## src/rtl/fifo_rdstream_if.sv

```systemverilog
// fifo_rdstream_if: groups the upstream FIFO read port and the downstream
// valid/ready stream used by fifo_rdstream.
//   master : the fifo_rdstream block (drives read strobe and stream outputs)
//   slave  : the surrounding logic (upstream FIFO and downstream consumer)
interface fifo_rdstream_if #(
    parameter int DW = 16
);
    // Upstream sync FIFO read port (1-cycle read latency)
    logic          fifo_empty;
    logic          fifo_rd_en;
    logic [DW-1:0] fifo_rd_data;

    // Downstream stream
    logic          out_valid;
    logic          out_ready;
    logic [DW-1:0] out_data;

    modport master (
        input  fifo_empty,
        input  fifo_rd_data,
        input  out_ready,
        output fifo_rd_en,
        output out_valid,
        output out_data
    );

    modport slave (
        output fifo_empty,
        output fifo_rd_data,
        output out_ready,
        input  fifo_rd_en,
        input  out_valid,
        input  out_data
    );
endinterface

```

## src/rtl/fifo_rdstream.sv

```systemverilog
// fifo_rdstream: turns a 1-cycle-latency sync FIFO read port into a
// first-word-fall-through valid/ready stream.
//
// A read accepted in cycle N returns data in cycle N+1; an in-flight flag
// remembers that and the word is captured at the end of cycle N+1 into a
// 2-entry ordered skid buffer. Reads are only issued when the word is sure
// to have a slot on arrival, so the buffer can never overflow.
//
// Optional feature: define FIFO_RDSTREAM_CNT_EN to add the beat_count output,
// a CW-bit wrapping count of completed stream transfers.
module fifo_rdstream #(
    parameter int DW = 16,
    parameter int CW = 16
) (
    input  logic            clk,
    input  logic            rst,
    fifo_rdstream_if.master bus
`ifdef FIFO_RDSTREAM_CNT_EN
    ,
    output logic [CW-1:0]   beat_count
`endif
);

    if (DW < 1 || CW < 1) begin : g_bad_param
        $error("fifo_rdstream: DW and CW must be at least 1");
    end

    logic [1:0]    occ;       // buffered entries, 0..2
    logic          inflight;  // a read was accepted last cycle
    logic [DW-1:0] entry0;    // head (oldest)
    logic [DW-1:0] entry1;    // second oldest
    logic          transfer;  // stream handshake this cycle
    logic          rd_en;
    logic [2:0]    fill;      // occupancy once this cycle's events settle

    assign bus.out_valid  = (occ != 2'd0);
    assign bus.out_data   = entry0;
    assign bus.fifo_rd_en = rd_en;

    // Handshake and read-issue decision; out_ready feeds rd_en directly so a
    // draining consumer keeps the read pipe full without a bubble.
    always_comb begin
        // NOTE: every always_comb output gets a default first so no path can
        // leave it unassigned and infer a latch.
        transfer = 1'b0;
        fill     = 3'd0;
        rd_en    = 1'b0;

        transfer = bus.out_valid && bus.out_ready;
        // occ + inflight never exceeds 2 and transfer implies occ >= 1, so
        // this never wraps.
        fill     = {1'b0, occ} + {2'b00, inflight} - {2'b00, transfer};
        rd_en    = !rst && !bus.fifo_empty && (fill < 3'd2);
    end

    // Control state: occupancy and in-flight tracking, cleared on reset.
    always_ff @(posedge clk) begin
        // NOTE: sequential state uses non-blocking assignments so every
        // register samples pre-edge values regardless of process order.
        if (rst) begin
            occ      <= 2'd0;
            inflight <= 1'b0;
        end else begin
            inflight <= rd_en;
            unique case ({inflight, transfer})
                2'b10:   occ <= occ + 2'd1;
                2'b01:   occ <= occ - 2'd1;
                default: occ <= occ;   // idle, or capture and drain together
            endcase
        end
    end

    // Data path: capture arriving words behind the oldest entry, shift on
    // transfer, and keep order when both happen in the same cycle.
    always_ff @(posedge clk) begin
        // NOTE: the entries hold data only; occ alone says which are valid,
        // so they are deliberately left out of reset.
        unique case ({inflight, transfer})
            2'b10: begin
                if (occ == 2'd0) begin
                    entry0 <= bus.fifo_rd_data;
                end else begin
                    entry1 <= bus.fifo_rd_data;
                end
            end
            2'b01: begin
                entry0 <= entry1;
            end
            2'b11: begin
                if (occ == 2'd1) begin
                    entry0 <= bus.fifo_rd_data;
                end else begin
                    entry0 <= entry1;
                    entry1 <= bus.fifo_rd_data;
                end
            end
            default: begin
                entry0 <= entry0;
                entry1 <= entry1;
            end
        endcase
    end

`ifdef FIFO_RDSTREAM_CNT_EN
    // Completed-transfer counter, wraps modulo 2^CW.
    always_ff @(posedge clk) begin
        if (rst) begin
            beat_count <= '0;
        end else if (transfer) begin
            beat_count <= beat_count + CW'(1);
        end
    end
`endif

    // An arrival into a full buffer with nothing leaving must be impossible.
    a_no_overflow : assert property (
        @(posedge clk) disable iff (rst)
        !(inflight && (occ == 2'd2) && !transfer)
    );

    a_occ_range : assert property (
        @(posedge clk) disable iff (rst)
        occ != 2'd3
    );

endmodule

```

## src/flat_wrapper.sv

```systemverilog
// flat-port wrapper written by rule: the top's interface ports become plain ports
module fifo_rdstream_flat 
#(
    parameter int DW = 16,
    parameter int CW = 16
)
  (clk, rst, bus_fifo_empty, bus_fifo_rd_data, bus_out_ready, bus_fifo_rd_en, bus_out_valid, bus_out_data);
  fifo_rdstream_if #(.DW(DW)) bus_i ();
  input  logic clk;
  input  logic rst;
  input wire logic [$bits(bus_i.fifo_empty)-1:0] bus_fifo_empty;
  input wire logic [$bits(bus_i.fifo_rd_data)-1:0] bus_fifo_rd_data;
  input wire logic [$bits(bus_i.out_ready)-1:0] bus_out_ready;
  output wire logic [$bits(bus_i.fifo_rd_en)-1:0] bus_fifo_rd_en;
  output wire logic [$bits(bus_i.out_valid)-1:0] bus_out_valid;
  output wire logic [$bits(bus_i.out_data)-1:0] bus_out_data;
  assign bus_i.fifo_empty = bus_fifo_empty;
  assign bus_i.fifo_rd_data = bus_fifo_rd_data;
  assign bus_i.out_ready = bus_out_ready;
  assign bus_fifo_rd_en = bus_i.fifo_rd_en;
  assign bus_out_valid = bus_i.out_valid;
  assign bus_out_data = bus_i.out_data;
  fifo_rdstream #(.DW(DW), .CW(CW)) u_core (.clk(clk), .rst(rst), .bus(bus_i));
endmodule
```

## config.mk

```make
export PLATFORM = sky130hd
export DESIGN_NAME = fifo_rdstream_flat
export DESIGN_NICKNAME = d
export VERILOG_FILES = /design/src/rtl/fifo_rdstream_if.sv /design/src/rtl/fifo_rdstream.sv /design/src/flat_wrapper.sv
export SDC_FILE = /design/constraint.sdc
export NUM_CORES = 1
export LEC_CHECK = 0
export BUFFER_PORTS_ARGS = -buffer_cell sky130_fd_sc_hd__buf_4
export CAP_MARGIN = 25
export CORE_AREA = 2 2 68 70
export DETAILED_ROUTE_END_ITERATION = 7
export DIE_AREA = 0 0 70 72
export GPL_TIMING_DRIVEN = 0
export PLACE_DENSITY = 0.65
export SLEW_MARGIN = 10
export SYNTH_ARGS = -nofsm -noshare
export SYNTH_HDL_FRONTEND = slang
export SYNTH_SLANG_ARGS = --single-unit
```

## constraint.sdc

```tcl
create_clock -name clk -period 3.1 [get_ports clk]
set_input_delay 0.31 -clock clk [delete_from_list [all_inputs] [get_ports clk]]
set_output_delay 0.31 -clock clk [all_outputs]
set_load 0.05 [all_outputs]
```

; Word level (Yosys, flattened, before mapping)
; Cells that the tools add are included.
[totals]
ff_bits = 35
latchBits = 0
mem_bits_rw = 0
rom_bits = 0
in_bits = 20
memories = 0
[classes]
addsub = 4
mul = 0
n_div = 0
n_lt_le_gt_ge = 1
eq_ne = 7
shifts = 0
mux = 7
bitwise = 0
reduce_logical = 12
[ops]
columns = operator, count
row1 = two-way mux 16 bit, 4
row2 = one-hot mux 16 bit (3 select lines), 1
row3 = one-hot mux 16 bit (2 select lines), 1
row4 = nonzero test 2 bit, 3
row5 = == test 2 x 1 -> 1 bit (second input constant), 2
row6 = == test 2 bit (second input constant), 2
row7 = inequality test 2 bit (second input constant), 2
row8 = one-hot mux 2 bit (2 select lines), 1
row9 = adder 2 x 1 -> 3 bit, 1
row10 = logical AND 1 bit, 3
row11 = < comparator 3 x 2 -> 1 bit (second input constant), 1
row12 = AND reduction 3 bit, 1
row13 = nonzero test 3 bit, 1
row14 = subtractor 3 x 1 -> 3 bit, 1
row15 = adder 2 x 1 -> 2 bit (second input constant), 1
row16 = logical NOT 1 bit, 2
row17 = logical NOT 2 bit, 1
row18 = inequality test 2 x 1 -> 1 bit (second input constant), 1
row19 = AND reduction 2 bit, 1
row20 = subtractor 2 x 1 -> 2 bit (second input constant), 1

; Longest topological paths before layout
[logic_depth]
ltp_word = 5
depth_mapped = 9
mapped_depth_nobuf = 8

; Worst setup path after synthesis
; OpenSTA, ideal clock, no wires.
[synth_timing]
path_type = register -> output
from = register u_core.occ[1]
to = output bus_fifo_rd_en
arrival_ns = 3.345
t_required_ns = 2.790
path_slack_ns = -0.555
path_stages_with_launch = 10
path_buffers = 1
path_cell_list = dfxtp_1 inv_1 ha_1 nand2b_4 buf_6 xnor2_1 nand2_1 fa_1 xor2_1 nor4b_1
[synth_via]
elab_chain_cells = 5
word_cells_on_any_way = 6
classes_between = 2 x add/sub / 1 x order compare / 3 x reduce/logical
[synth_lines]
columns = item, line
row1 = start: declaration, fifo_rdstream.sv:28  ; logic [1:0] occ;
row2 = start signal: assignment, fifo_rdstream.sv:66  ; 2'b10: occ <= occ + 2'd1;
row3 = start signal: assignment, fifo_rdstream.sv:67  ; 2'b01: occ <= occ - 2'd1;
row4 = branches (longest 2 deep; another with adder 2 x 1 -> 3 bit), -
row5 = subtractor 3 x 1 -> 3 bit *, fifo_rdstream.sv:52  ; fill = {1'b0, occ} + {2'b00, inflight} - {2'b00, transfer};
row6 = < comparator 3 x 2 -> 1 bit *, fifo_rdstream.sv:53  ; rd_en = !rst && !bus.fifo_empty && (fill < 3'd2);
row7 = logical AND 1 bit *, fifo_rdstream.sv:53
row8 = end: declaration, flat_wrapper.sv:14  ; output wire logic [$bits(bus_i.fifo_rd_en)-1:0] bus_fifo_rd_en;
; Mark *: on every way between the ends.

; Final worst setup path
; Same ends and word-level chain as after synthesis.

==> results.yml <==
grt:
  gr-usage-all-layers: 0.114
  grt_pass1_wl_um: 4320
  grt_pass1_vias: 923
  grt_max_degree: 17
  grt_overflow: 0
  antenna_found_initial: 0
setup_path:
  cp_slowest_cell: "dfxtp_2"
  path_max_fanout: 7
  cp_cell_sequence: "inv_1, ha_1, nand2b_4, buf_6, xnor2_2, nand2_1, fa_1, xor2_1, nor4b_2, buf_4"
  max_stage_delay_ns: 0.39
  crit_type: "reg2out"
  critPathTopFamily: "adder cells"
  critical_path_required_ns: 2.79
  path_buf_inv: 3
  critPathLaunchType: "flop"
  cp.arrival_ns: 2.55
  end_kind: "output pin"
die:
  pin_count: 38
  initial_core_util: 0.345
  dieArea_mm2: 0.00504
  dieWidth_um: 70
  core-area_mm2: 0.00426
  die_h_um: 72
  num_rows: 24
timing:
  slew_viol_final: 0
  rsz0062_at_grt: "no"
  min_period_ns: 2.86
  setup_viol: 0
  tightest_slew_ns: 0.830
  clock_skew_ns: 0.00686
  final.period_utilization: 0.921
  whs_ns: 0.204
  fmax_mhz: 350
  setup_ws_ns: 0.244
  hold_viol: 0
  setup_tns_ns: 0
  slew_headroom: 0.445
cts:
  root_buffer: "clkbuf_8"
  htree_num_levels: 2
  cts_tree: "done"
  cts_num_sinks: 35
  ctsLongestPathBuffers: 2
  cts_inserted_buffers: 5
  clk-insertion-delay-late_ns: 0.29
  clk_pin_slew_ns: 0.07
layout:
  diodes: 0
  drive_above_1_share: 0.595
  design_area_mm2: 0.00197
  area_growth_pct: 34.2
  nets: 148
place:
  dp_hpwl_um: 1830
  io_buffers: 37
  place_ws_ns: 0.374
  placed_area_mm2: 0.00185
  gp_congestion: 0.804
logic_synthesis:
  netlist_area_mm2: 0.00147
  synth_fp_nets: 103
  netlist-cell-type-count: 22
  syn_area_per_cell_um2: 18.4
  synth_commonest_cells: "32 x edfxtp_1, 10 x mux2_4, 7 x mux2_2"
  synth-edff-count: 32
  syn_inst: 80
  synthMostInstantiatedCell: "edfxtp_1"
  ys_seq_elements: 35
  synth_top_area_frac: 0.653
  seq_area_frac_synth: 0.694
  async_flop_share: 0
  synthFlopType: "edfxtp_1"
  ys_top_cells_by_area: "edfxtp_1 65%, mux2_4 10%, mux2_2 5.4%, dfxtp_1 4.1%, ha_1 1.7%"
  yosysTopAreaCell: "edfxtp_1"
  yosys_warnings: 0
power_and_ir_drop:
  power.leakage_nw: 0.804
  power_mw: 2.24
  peakVddDrop_uv: 628
  p_per_area_mw_per_mm2: 1130
drt:
  drc: 0
  num_vias: 821
  drt_iter0_drc: 42
  antenna_left: 0
  routedWlPerCell_um: 14.3
  firstDrtPassIters: 3
  drt-vias-per-instance: 4.61
  wl_um: 2540
hold_path:
  hp-class: "in2reg"
status:
  outcome: "complete, no violations"
flow_run:
  max_cap_viol_count: 0
==> state kept, by name (all words and copies together), names as in the netlist <==
register             cells
u_core.bus.out_data     16
u_core.entry1           16
u_core.occ               2
u_core.inflight          1
==> cell type report <==
cell class / count / area, µm²
buffer: 3 / 42.5
clock buffer: 5 / 68.8
clock inverter: 3 / 43.8
fill: 383 / 2290
inverter: 4 / 15.0
multi-input combinational: 38 / 423
sequential: 35 / 1020
tap: 52 / 65.1
timing repair buffer: 38 / 293
==> routing by layer <==
layer	wire length, µm	vias up	GRT usage	part of all wire
li1	-	388	-	-
met1	1080	395	0.134	0.42
met2	1210	32	0.180	0.47
met3	211	6	0.0542	0.083
met4	51	0	0.0513	0.020
met5	0	-	0	0
==> cell usage in the layout, fill, tap and decap left out, types with 3 or more instances in the layout <==
cell       n
inv_1      4
mux2_2     7
nor2_1     3
edfxtp_1  32
mux2_4    10
clkbuf_8   5
buf_4     37
==> path summary, 6_finish.rpt <==
| kind | slack (ns) | depth (start not counted) | to | startpoint |
|---|---|---|---|---|
| max reg2reg | 0.95 | 9 | u_core.inflight | u_core.occ[1] |
| min | 0.20 | 1 | u_core.entry1[7] | bus_fifo_rd_data[7] |
| max | 0.24 | 10 | bus_fifo_rd_en | u_core.occ[1] |
| min reg2reg | 0.54 | 2 | u_core.occ[1] | u_core.occ[1] |
==> power by group <==
part           switching (mW)  total [mW]  internal [mW]
registers              0.0642       0.780          0.716
logic                   0.669        1.05          0.384
clock network           0.164       0.403          0.239
total                   0.897        2.24           1.34
==> metrics by stage <==
stage                      util  cells
after floorplan               -     80
after global placement    0.427    169
after detailed placement  0.434    170
after CTS                 0.461    178
after global routing      0.463    178
final                     0.463    178
==> what timing repair did <==
| item | CTS | global route |
|---|---|---|
| endpoints found under the setup margin | 0 | 1 |
| gates resized for setup | 0 | 3 |
| setup buffers | 0 | 0 |
| hold buffers | 0 | 0 |
==> kinds of logic after synthesis <==
kind of cell	after synthesis	synth area share
DFF	35	0.694
muxes	17	0.156
and+or+nand+nor	11	0.0451
buffers and inverters	7	0.0391
AOI/OAI and AO/OA	5	0.0238
adders and majority gates	3	0.0306
xor gates and xnor gates	2	0.0119
(Power assumes the default switching activity.)
